--- config.mk ---
export PLATFORM = sky130hd
export DESIGN_NAME = multicycle_controller
export DESIGN_NICKNAME = d
export VERILOG_FILES = /design/src/rtl/multicycle_controller_pkg.sv /design/src/rtl/multicycle_controller_alu_decoder.sv /design/src/rtl/multicycle_controller.sv
export SDC_FILE = /design/constraint.sdc
export NUM_CORES = 1
export LEC_CHECK = 0
export ABC_AREA = 1
export CAP_MARGIN = 40
export CELL_PAD_IN_SITES_DETAIL_PLACEMENT = 0
export CELL_PAD_IN_SITES_GLOBAL_PLACEMENT = 1
export CORE_MARGIN = 1
export CORE_UTILIZATION = 33
export DETAILED_ROUTE_END_ITERATION = 10
export PLACE_DENSITY = 0.82
export RECOVER_POWER = 25
export SLEW_MARGIN = 0
export SYNTH_ARGS = -nofsm -noshare
export SYNTH_HDL_FRONTEND = slang
export SYNTH_SLANG_ARGS = --single-unit
--- constraint.sdc ---
create_clock -name clk -period 3.25 [get_ports clk]
set_input_delay 0.325 -clock clk [delete_from_list [all_inputs] [get_ports clk]]
set_output_delay 0.325 -clock clk [all_outputs]
set_load 0.02 [all_outputs]
--- src/rtl/multicycle_controller_pkg.sv ---
// Shared types and constants for the multicycle MIPS controller: state encoding,
// opcode/funct values, ALU control codes and the per-state control word.
package multicycle_controller_pkg;

    typedef enum logic [3:0] {
        FETCH    = 4'd0,
        DECODE   = 4'd1,
        MEMADR   = 4'd2,
        MEMRD    = 4'd3,
        MEMWB    = 4'd4,
        MEMWR    = 4'd5,
        RTYPEEX  = 4'd6,
        RTYPEWB  = 4'd7,
        BEQEX    = 4'd8,
        ADDIEX   = 4'd9,
        ADDIWB   = 4'd10,
        JEX      = 4'd11,
        MULTEX   = 4'd12,
        MULTWAIT = 4'd13
    } state_t;

    localparam logic [5:0] OP_LW    = 6'b100011;
    localparam logic [5:0] OP_SW    = 6'b101011;
    localparam logic [5:0] OP_RTYPE = 6'b000000;
    localparam logic [5:0] OP_BEQ   = 6'b000100;
    localparam logic [5:0] OP_ADDI  = 6'b001000;
    localparam logic [5:0] OP_J     = 6'b000010;

    localparam logic [5:0] F_ADD  = 6'b100000;
    localparam logic [5:0] F_SUB  = 6'b100010;
    localparam logic [5:0] F_AND  = 6'b100100;
    localparam logic [5:0] F_OR   = 6'b100101;
    localparam logic [5:0] F_SLT  = 6'b101010;
    localparam logic [5:0] F_MULT = 6'b011000;

    localparam logic [2:0] ALU_AND = 3'b000;
    localparam logic [2:0] ALU_OR  = 3'b001;
    localparam logic [2:0] ALU_ADD = 3'b010;
    localparam logic [2:0] ALU_SUB = 3'b110;
    localparam logic [2:0] ALU_SLT = 3'b111;

    localparam logic [1:0] ALUOP_ADD   = 2'b00;
    localparam logic [1:0] ALUOP_SUB   = 2'b01;
    localparam logic [1:0] ALUOP_FUNCT = 2'b10;

    typedef struct packed {
        logic       pcwrite;
        logic       branch;
        logic       irwrite;
        logic       memwrite;
        logic       regwrite;
        logic       mstart;
        logic       iord;
        logic       memtoreg;
        logic       regdst;
        logic       alusrca;
        logic [1:0] alusrcb;
        logic [1:0] pcsrc;
        logic [1:0] aluop;
    } ctrl_t;

    // Moore output table: the control word each state drives for its whole cycle.
    function automatic ctrl_t state_ctrl(input state_t s);
        ctrl_t c;
        c = '0;
        case (s)
            FETCH: begin
                c.irwrite = 1'b1;
                c.pcwrite = 1'b1;
                c.alusrcb = 2'b01;
            end
            DECODE:  c.alusrcb = 2'b11;
            MEMADR, ADDIEX: begin
                c.alusrca = 1'b1;
                c.alusrcb = 2'b10;
            end
            MEMRD:   c.iord = 1'b1;
            MEMWB: begin
                c.memtoreg = 1'b1;
                c.regwrite = 1'b1;
            end
            MEMWR: begin
                c.iord     = 1'b1;
                c.memwrite = 1'b1;
            end
            RTYPEEX: begin
                c.alusrca = 1'b1;
                c.aluop   = ALUOP_FUNCT;
            end
            RTYPEWB: begin
                c.regdst   = 1'b1;
                c.regwrite = 1'b1;
            end
            BEQEX: begin
                c.alusrca = 1'b1;
                c.aluop   = ALUOP_SUB;
                c.pcsrc   = 2'b01;
                c.branch  = 1'b1;
            end
            ADDIWB:  c.regwrite = 1'b1;
            JEX: begin
                c.pcsrc   = 2'b10;
                c.pcwrite = 1'b1;
            end
            MULTEX:  c.mstart = 1'b1;
            default: c = '0;
        endcase
        return c;
    endfunction

    function automatic logic is_alu_funct(input logic [5:0] f);
        return (f == F_ADD) || (f == F_SUB) || (f == F_AND) ||
               (f == F_OR)  || (f == F_SLT);
    endfunction

endpackage

--- src/rtl/multicycle_controller_alu_decoder.sv ---
// Maps the FSM's aluop class plus the R-type funct field onto a 3-bit ALU control code.
module alu_decoder
    import multicycle_controller_pkg::*;
(
    input  logic [1:0] aluop,
    input  logic [5:0] funct,
    output logic [2:0] alucontrol
);

    // Unknown functs fall back to add; the FSM flags them illegal before they execute.
    always_comb begin
        alucontrol = ALU_ADD;
        case (aluop)
            ALUOP_ADD: alucontrol = ALU_ADD;
            ALUOP_SUB: alucontrol = ALU_SUB;
            ALUOP_FUNCT: begin
                case (funct)
                    F_ADD:   alucontrol = ALU_ADD;
                    F_SUB:   alucontrol = ALU_SUB;
                    F_AND:   alucontrol = ALU_AND;
                    F_OR:    alucontrol = ALU_OR;
                    F_SLT:   alucontrol = ALU_SLT;
                    default: alucontrol = ALU_ADD;
                endcase
            end
            default: alucontrol = ALU_ADD;
        endcase
    end

endmodule

--- src/rtl/multicycle_controller.sv ---
// Moore FSM controller for a multicycle MIPS datapath with registered control outputs.
// Define MULTICYCLE_MULT_EN to route funct 011000 through the MULTEX/MULTWAIT handshake.
module multicycle_controller
    import multicycle_controller_pkg::*;
(
    input  logic       clk,
    input  logic       reset,
    input  logic [5:0] op,
    input  logic [5:0] funct,
    input  logic       zero,
    input  logic       mult_done,
    output logic       pcen,
    output logic       memwrite,
    output logic       irwrite,
    output logic       regwrite,
    output logic       mult_start,
    output logic       illegal,
    output logic       iord,
    output logic       memtoreg,
    output logic       regdst,
    output logic       alusrca,
    output logic [1:0] alusrcb,
    output logic [1:0] pcsrc,
    output logic [2:0] alucontrol,
    output logic [3:0] state
);

    state_t stateQ;
    state_t stateD;
    ctrl_t  ctrlQ;
    logic   opKnown;
    logic   functOk;
    logic   isMult;
    logic   decodeBad;

    // Instruction legality, only meaningful while the FSM sits in DECODE.
    always_comb begin
        isMult  = (funct == F_MULT);
        functOk = is_alu_funct(funct);
`ifdef MULTICYCLE_MULT_EN
        functOk = functOk | isMult;
`endif
        case (op)
            OP_LW, OP_SW, OP_RTYPE, OP_BEQ, OP_ADDI, OP_J: opKnown = 1'b1;
            default:                                        opKnown = 1'b0;
        endcase
        decodeBad = !opKnown || ((op == OP_RTYPE) && !functOk);
    end

    always_comb begin
        stateD = FETCH;
        case (stateQ)
            FETCH:  stateD = DECODE;
            DECODE: begin
                if (decodeBad) begin
                    stateD = FETCH;
                end else begin
                    case (op)
                        OP_LW, OP_SW: stateD = MEMADR;
`ifdef MULTICYCLE_MULT_EN
                        OP_RTYPE:     stateD = isMult ? MULTEX : RTYPEEX;
`else
                        OP_RTYPE:     stateD = RTYPEEX;
`endif
                        OP_BEQ:       stateD = BEQEX;
                        OP_ADDI:      stateD = ADDIEX;
                        OP_J:         stateD = JEX;
                        default:      stateD = FETCH;
                    endcase
                end
            end
            MEMADR:   stateD = (op == OP_SW) ? MEMWR : MEMRD;
            MEMRD:    stateD = MEMWB;
            RTYPEEX:  stateD = RTYPEWB;
            ADDIEX:   stateD = ADDIWB;
`ifdef MULTICYCLE_MULT_EN
            MULTEX:   stateD = MULTWAIT;
            MULTWAIT: stateD = mult_done ? FETCH : MULTWAIT;
`endif
            default:  stateD = FETCH;
        endcase
    end

    // The control word is loaded alongside the next state so outputs come straight off flops.
    always_ff @(posedge clk) begin
        if (reset) begin
            stateQ <= FETCH;
            ctrlQ  <= state_ctrl(FETCH);
        end else begin
            stateQ <= stateD;
            ctrlQ  <= state_ctrl(stateD);
        end
    end

    alu_decoder uAluDecoder (
        .aluop      (ctrlQ.aluop),
        .funct      (funct),
        .alucontrol (alucontrol)
    );

    // Write strobes are gated by reset so nothing is committed while reset is held.
    assign pcen     = (ctrlQ.pcwrite | (ctrlQ.branch & zero)) & ~reset;
    assign memwrite = ctrlQ.memwrite & ~reset;
    assign irwrite  = ctrlQ.irwrite & ~reset;
    assign regwrite = ctrlQ.regwrite & ~reset;
    assign illegal  = (stateQ == DECODE) & decodeBad & ~reset;

`ifdef MULTICYCLE_MULT_EN
    assign mult_start = ctrlQ.mstart & ~reset;
`else
    logic [2:0] unused_mult;
    assign unused_mult = {mult_done, ctrlQ.mstart, isMult};
    assign mult_start  = 1'b0;
`endif

    assign iord     = ctrlQ.iord;
    assign memtoreg = ctrlQ.memtoreg;
    assign regdst   = ctrlQ.regdst;
    assign alusrca  = ctrlQ.alusrca;
    assign alusrcb  = ctrlQ.alusrcb;
    assign pcsrc    = ctrlQ.pcsrc;
    assign state    = stateQ;

endmodule

==> results.md, run 1 <==
- EDFF count, synth: 0
- FFs w/ async S/R, synth: 0%
- Peak fanout along the critical path: 3
- CTS hold repair buffers: 0
- Congestion Overflow GR: 0
- Cell variety after synth: 28
- Skew-Pair Late Insertion Delay: 0.29 ns
- Setup WS pre-CTS: 0.586 ns
- Pleak: 0.688 nW
- ANT nets after route: 0
- Top-area cell type share of the netlist area: 31.4%
- Drt drc: 0
- Maximum resistive drop on vdd: 0.000210 V
- Final critical-path required period: 2.62 ns
- Initial antenna violation count: 0
- Clock sinks: 17
- Power density relative to cell area: 290 nW/µm²
- WL per Instance: 9.30 µm
- H-tree depth reported by CTS: 1
- Via count: 1029
- Met3 Use GR: 1.97%
- Worst hold path type: flop to flop
- HPWL after detailed placement: 1820 µm
- Global-route usage over all layers: 14.4%
- Post-cts sizing count: 0
- Instance area at placement: 1430 µm²
- Vias in the first global route: 947
- Final weighted congestion in routability-driven placement: 0.835
- Cell depth of the worst flop-to-flop path: 9
- Core area: 3080 µm²
- Total nets after synthesis: 180
- Sequential cell area in the final layout: 340 µm²
- Buffer depth of the longest clock path: 2
- Setup TNS: 0 ns
- First-pass detailed-route iteration total: 4
- Count of buffers added by post-CTS timing repair for setup: 0
- Buffers on Ports: 34
- First-pass GRT wire length: 3840 µm
- Net total in the final layout: 212
- Commonest non-fill, non-tap cell in the layout: sky130_fd_sc_hd__nor2_1
- Required time of the worst setup path: 2.92 ns
- Library cell occupying the most area in the post-synthesis netlist: sky130_fd_sc_hd__dfxtp_1
- Most frequently used flop master after synthesis: sky130_fd_sc_hd__dfxtp_1
- Starting density of the core: 35.2%
- Filler Cell Count: 344
- Area Overhead vs Synth: 34.7%
- Tightest Pin Transition: 0.556 ns
- End point of the critical path: illegal
- Leading cell types in the layout, fill and taps excluded: sky130_fd_sc_hd__nor2_1 (34), sky130_fd_sc_hd__inv_1 (29), sky130_fd_sc_hd__clkdlybuf4s50_1 (29)
- Cell area after synthesis: 1080 µm²
- Post-route worst setup slack: 0.628 ns
- Height of the chip: 59.3 µm
- Number of antenna repair diodes: 0
- Count of endpoints failing setup in the final report: 0
- Worst setup SP type: primary input
- Worst hold slack after final layout: 0.580 ns
- Startpoint of the most critical register-to-register path: state[0]
- Kind of capture point of the worst setup path: output port
- Post-detailed-routing wire length: 2200 µm
- Area of the multi-input gates: 567 µm²
- Average vias per placed instance: 4.34
- Die area: 3510 µm²
- R2R setup slack: 1.66 ns
- Maximum Capacitance Violations: 0
- Met1 Resource Use GR: 17.8%
- Pin count of the biggest net entering global routing: 17
- Met2 routing resource usage after global routing: 25.4%
- Final Max Tran Viols: 0
- Total of flip-flops plus latches after synthesis: 17
- Synth warn: 0
- Setup Skew: 0.00260 ns
- Peak-usage layer in the global routing report: met2
- CTS buffer count: 3
- Final cell area excluding filler cells: 1460 µm²
- Setup repair after global routing missed its margin: no
- Part of the cycle the worst path needs: 80.7%
- Path type of the worst setup path: primary input to output port
- Die X: 59.3 µm
- Hold Fails Final Rpt: 0
- Row count: 20
- Detailed Route Iter0 Violations: 71
- Number of instances in the synthesized netlist: 162
- Max Fclk: 0.381 GHz
- Run status: finished, final reports clean
- Clock transition at path regs: 0.10 ns
- I/O pin total: 37
- Launch point of the worst path: funct[0]
- Destination of the worst register-to-register timing path: alusrcb[1]
- Sequential area share after synthesis: 31.4%
- Main area contributors after synthesis: sky130_fd_sc_hd__dfxtp_1 (31%), sky130_fd_sc_hd__nor2_1 (11%), sky130_fd_sc_hd__inv_1 (10%)
- Max-Slew Margin vs Limit: 62.8%
- Average cell area after synthesis: 6.68 µm²
- WP data arrival: 2.30 ns
- Layout cells sized above 1: 14.5%
- Library cell used as clock root buffer: sky130_fd_sc_hd__clkbuf_4
- CTS tree: yes
## power by group
part / internal [W] / switching, W
registers: 0.000215 / 0.00000447
logic: 0.0000412 / 0.0000503
clock network: 0.0000457 / 0.0000666
## final cells by class
type | count | area share, %
Sequential cell | 17 | 23.3
Clock buffer | 3 | 1.55
Multi-Input combinational cell | 104 | 38.9
Clock inverter | 1 | 0.343
Inverter | 34 | 8.76
Tap cell | 44 | 3.78
Timing Repair Buffer | 34 | 23.3
## registers in the layout (all words and copies together) (netlist names)
signal / cells
memtoreg: 1
pcsrc: 2
alusrcb: 2
ctrlQ: 5
state: 4
regdst: 1
iord: 1
alusrca: 1
## worst max-delay path, stage by stage
cell and delay, ns:
sky130_fd_sc_hd__clkdlybuf4s50_1 0.50, sky130_fd_sc_hd__inv_1 0.06, sky130_fd_sc_hd__nand2_1 0.05, sky130_fd_sc_hd__nor2_1 0.06, sky130_fd_sc_hd__nand2_1 0.05, sky130_fd_sc_hd__nand2_1 0.06, sky130_fd_sc_hd__nor2_1 0.15, sky130_fd_sc_hd__nand2_1 0.16
sky130_fd_sc_hd__o21ai_0 0.11, sky130_fd_sc_hd__nand2_1 0.06, sky130_fd_sc_hd__nor2_1 0.09, sky130_fd_sc_hd__clkdlybuf4s50_1 0.62
## cells in the mapped netlist (2+ instances only)
cell                        n
sky130_fd_sc_hd__o21ai_2    2
sky130_fd_sc_hd__buf_4      5
sky130_fd_sc_hd__nand3_4    2
sky130_fd_sc_hd__inv_1     29
sky130_fd_sc_hd__nand3_1   12
sky130_fd_sc_hd__nor2_4     2
sky130_fd_sc_hd__inv_2      5
sky130_fd_sc_hd__nand2_2    5
sky130_fd_sc_hd__nor2_2     2
sky130_fd_sc_hd__nand2_1   25
sky130_fd_sc_hd__a21oi_1    2
sky130_fd_sc_hd__nand4_1    3
sky130_fd_sc_hd__a21oi_2    2
sky130_fd_sc_hd__nor2_1    33
sky130_fd_sc_hd__nand3_2    2
sky130_fd_sc_hd__ha_1       2
sky130_fd_sc_hd__clkbuf_1   2
sky130_fd_sc_hd__dfxtp_1   17
## logic make-up (layout without fill, tap and decap cells)
kind of cell,after synthesis,in the layout,share of synthesized area [%]
AOI/OAI and AO/OA,13,13,9.36
and+or+nand+nor,88,88,40.6
DFF,17,17,31.4
other,1,1,0.346
adders and majority gates,2,2,2.31
buffers and inverters,41,72,16.0
## routing by layer
metal | share of wire, % | wire length [µm] | up-vias
met5 | 0 | 0 | -
met4 | 0.86 | 19 | 0
met3 | 5.2 | 114 | 2
met2 | 48 | 1050 | 29
met1 | 46 | 1020 | 446
li1 | - | - | 552
## stage by stage
stage | power [W] | cells | util (%)
final | 0.000423 | 237 | 47.4
after floorplan | 0.000280 | 162 | -
after global routing | 0.000447 | 237 | 47.4
after CTS | 0.000429 | 237 | 47.4
after global placement | 0.000317 | 233 | 46.5
after detailed placement | 0.000318 | 233 | 46.5
## worst min-delay path by stage
| stage | cells after the start | from | slack, ns | end |
|---|---|---|---|---|
| final | 2 | state[2] | 0.58 | regdst |
| after CTS | 2 | state[2] | 0.59 | regdst |
| after global placement | 2 | state[2] | 0.56 | regdst |
| after detailed placement | 2 | state[2] | 0.56 | regdst |
| after global routing | 2 | state[2] | 0.62 | regdst |
| after floorplan | 2 | reset | 0.60 | alusrca |
Power figures use the tool's default switching activity.
==> inputs of run 2 (changes only) <==
--- a/config.mk
+++ b/config.mk
@@ -10,9 +10,9 @@
 export CELL_PAD_IN_SITES_DETAIL_PLACEMENT = 0
 export CELL_PAD_IN_SITES_GLOBAL_PLACEMENT = 1
 export CORE_MARGIN = 1
-export CORE_UTILIZATION = 33
+export CORE_UTILIZATION = 27
 export DETAILED_ROUTE_END_ITERATION = 10
-export PLACE_DENSITY = 0.82
+export PLACE_DENSITY = 0.72
 export RECOVER_POWER = 25
 export SLEW_MARGIN = 0
 export SYNTH_ARGS = -nofsm -noshare
==> constraint.sdc (replaced) <==
create_clock -name clk -period 2.21 [get_ports clk]
set_input_delay 0.221 -clock clk [delete_from_list [all_inputs] [get_ports clk]]
set_output_delay 0.221 -clock clk [all_outputs]
set_load 0.02 [all_outputs]
==> results.md, run 2 (synthesis gave the netlist of run 1 again) <==
- Area of the multi-input gates: 559 µm² (was 567 µm²)
- H-tree depth reported by CTS: 1 (unchanged)
- Launch point of the worst path: funct[2] (was funct[0])
- Die area: 4270 µm² (was 3510 µm²)
- Final Util: 42.3% (was 47.4%)
- Pleak: 0.803 nW (was 0.688 nW)
- Required time of the worst setup path: 1.99 ns (was 2.92 ns)
- Worst hold path type: flop to flop (unchanged)
- Buffer depth of the longest clock path: 2 (unchanged)
- Maximum resistive drop on vdd: 0.000206 V (was 0.000210 V)
- Count of endpoints failing setup in the final report: 0 (unchanged)
- Library cell used as clock root buffer: sky130_fd_sc_hd__clkbuf_8 (was sky130_fd_sc_hd__clkbuf_4)
- Clock sinks: 17 (unchanged)
- Worst hold slack after final layout: 0.576 ns (was 0.580 ns)
- Setup repair after global routing missed its margin: no (unchanged)
- Initial antenna violation count: 0 (unchanged)
- Die X: 65.3 µm (was 59.3 µm)
- Drt drc: 0 (unchanged)
- Final weighted congestion in routability-driven placement: 0.799 (was 0.835)
- CTS tree: yes (unchanged)
- WL per Instance: 9.09 µm (was 9.30 µm)
- Core area: 3740 µm² (was 3080 µm²)
- Pin count of the biggest net entering global routing: 14 (was 17)
- Final Max Tran Viols: 0 (unchanged)
- Average vias per placed instance: 4.19 (was 4.34)
- ANT nets after route: 0 (unchanged)
- Met2 routing resource usage after global routing: 19.6% (was 25.4%)
- Startpoint of the most critical register-to-register path: state[1] (was state[0])
- CTS hold repair buffers: 0 (unchanged)
- Via count: 1069 (was 1029)
- HPWL after detailed placement: 1920 µm (was 1820 µm)
- First-pass detailed-route iteration total: 4 (unchanged)
- Sequential cell area in the final layout: 340 µm² (unchanged)
- Setup Skew: 0.00199 ns (was 0.00260 ns)
- Layout cells sized above 1: 19.3% (was 14.5%)
- Buffers on Ports: 34 (unchanged)
- WP data arrival: 1.83 ns (was 2.30 ns)
- Flip-flop count of the largest register after layout: 5 (unchanged)
- Global-route usage over all layers: 11.9% (was 14.4%)
- Worst setup SP type: primary input (unchanged)
- Path type of the worst setup path: primary input to output port (unchanged)
- Vias in the first global route: 981 (was 947)
- Commonest non-fill, non-tap cell in the layout: sky130_fd_sc_hd__nor2_1 (unchanged)
- Peak fanout along the critical path: 3 (unchanged)
- First-pass GRT wire length: 4040 µm (was 3840 µm)
- Hold Fails Final Rpt: 0 (unchanged)
- Peak-usage layer in the global routing report: met2 (unchanged)
- I/O pin total: 37 (unchanged)
- Largest register by flop count: ctrlQ (unchanged)
- Met3 Use GR: 3.47% (was 1.97%)
- Number of antenna repair diodes: 0 (unchanged)
- Congestion Overflow GR: 0 (unchanged)
- Final critical-path required period: 2.05 ns
- Area Overhead vs Synth: 46.2% (was 34.7%)
- Maximum Capacitance Violations: 0 (unchanged)
- Row count: 22 (was 20)
- Leading cell types in the layout, fill and taps excluded: sky130_fd_sc_hd__nor2_1 (34), sky130_fd_sc_hd__inv_1 (30), sky130_fd_sc_hd__nand2_1 (26) (was sky130_fd_sc_hd__nor2_1 (34), sky130_fd_sc_hd__inv_1 (29), sky130_fd_sc_hd__clkdlybuf4s50_1 (29))
- Starting density of the core: 28.9% (was 35.2%)
- Met1 Resource Use GR: 15.2% (was 17.8%)
- Net total in the final layout: 226 (was 212)
- Max Fclk: 0.488 GHz
- Run status: finished, final reports clean (unchanged)
- Power density relative to cell area: 436 nW/µm² (was 290 nW/µm²)
- Worst hold path startpoint: state[2] (unchanged)
- Post-detailed-routing wire length: 2320 µm (was 2200 µm)
- Kind of capture point of the worst setup path: output port (unchanged)
- Count of buffers added by post-CTS timing repair for setup: 0 (unchanged)
- Part of the cycle the worst path needs: 92.8%
- Height of the chip: 65.3 µm (was 59.3 µm)
- Clock transition at path regs: 0.06 ns (was 0.10 ns)
- Filler Cell Count: 414 (was 344)
- Skew-Pair Late Insertion Delay: 0.25 ns (was 0.29 ns)
- Detailed Route Iter0 Violations: 42 (was 71)
- CTS buffer count: 3 (unchanged)
-- run 2: changes by cell type in the layout (fill, tap and decap cells not counted), sizes merged --
cell | previous run | this run
clkdlybuf4s50 | 29 | 25
dlygate4sd2 | 0 | 1
clkdlybuf4s15 | 0 | 1
buf | 0 | 14
dlymetal6s2s | 0 | 2
-- run 2: worst paths after layout --
kind                    to  slack, ns  depth (start not counted)
max reg2reg        alusrca       0.36                         10
min                 regdst       0.58                          2
min reg2reg         regdst       0.58                          2
max          alucontrol[1]       0.16                          9
-- run 2: worst max-delay path, stage by stage --
cell and delay [ns]:
sky130_fd_sc_hd__clkdlybuf4s50_1 0.51, sky130_fd_sc_hd__inv_2 0.05, sky130_fd_sc_hd__nor2_1 0.12, sky130_fd_sc_hd__nand3_1 0.09, sky130_fd_sc_hd__nand2_1 0.10, sky130_fd_sc_hd__nor2_1 0.06
sky130_fd_sc_hd__buf_4 0.12, sky130_fd_sc_hd__a211o_1 0.24, sky130_fd_sc_hd__dlygate4sd2_1 0.32
-- run 2: area by class of cell --
cell class	instances	area share (%)
Timing Repair Buffer	48	28.4
Tap cell	48	3.79
Inverter	34	8.06
Clock inverter	1	0.316
Sequential cell	17	21.5
Clock buffer	3	2.61
Multi-Input combinational cell	104	35.3
-- run 2: power breakdown --
part | switching, W | internal [W]
Clock | 0.0000946 | 0.000125
Sequential | 0.00000592 | 0.000317
Combinational | 0.0000771 | 0.0000711
-- run 2: through the flow --
stage	total power (W)	std cells	TNS, ns	setup slack, ns	instance area, µm²
detailed placement	0.000480	251	-0.157	-0.106	1540
finish	0.000690	255	0	0.159	1580
floorplan	0.000412	162	0	0.669	1080
global route	0.000729	255	0	0.0104	1580
CTS	0.000703	255	0	0.0628	1590
global placement	0.000479	251	-0.142	-0.0839	1540
-- run 2: per-layer routing --
metal | share of wire (%) | routed length, µm
met1 | 51 | 1180
met3 | 5.5 | 128
met5 | 0 | 0
met2 | 43 | 989
met4 | 0.78 | 18
-- run 2: what timing repair did --
item	in CTS	in global routing
resized for setup	2	3
endpoints found under the setup margin	2	3
pin swaps	0	0
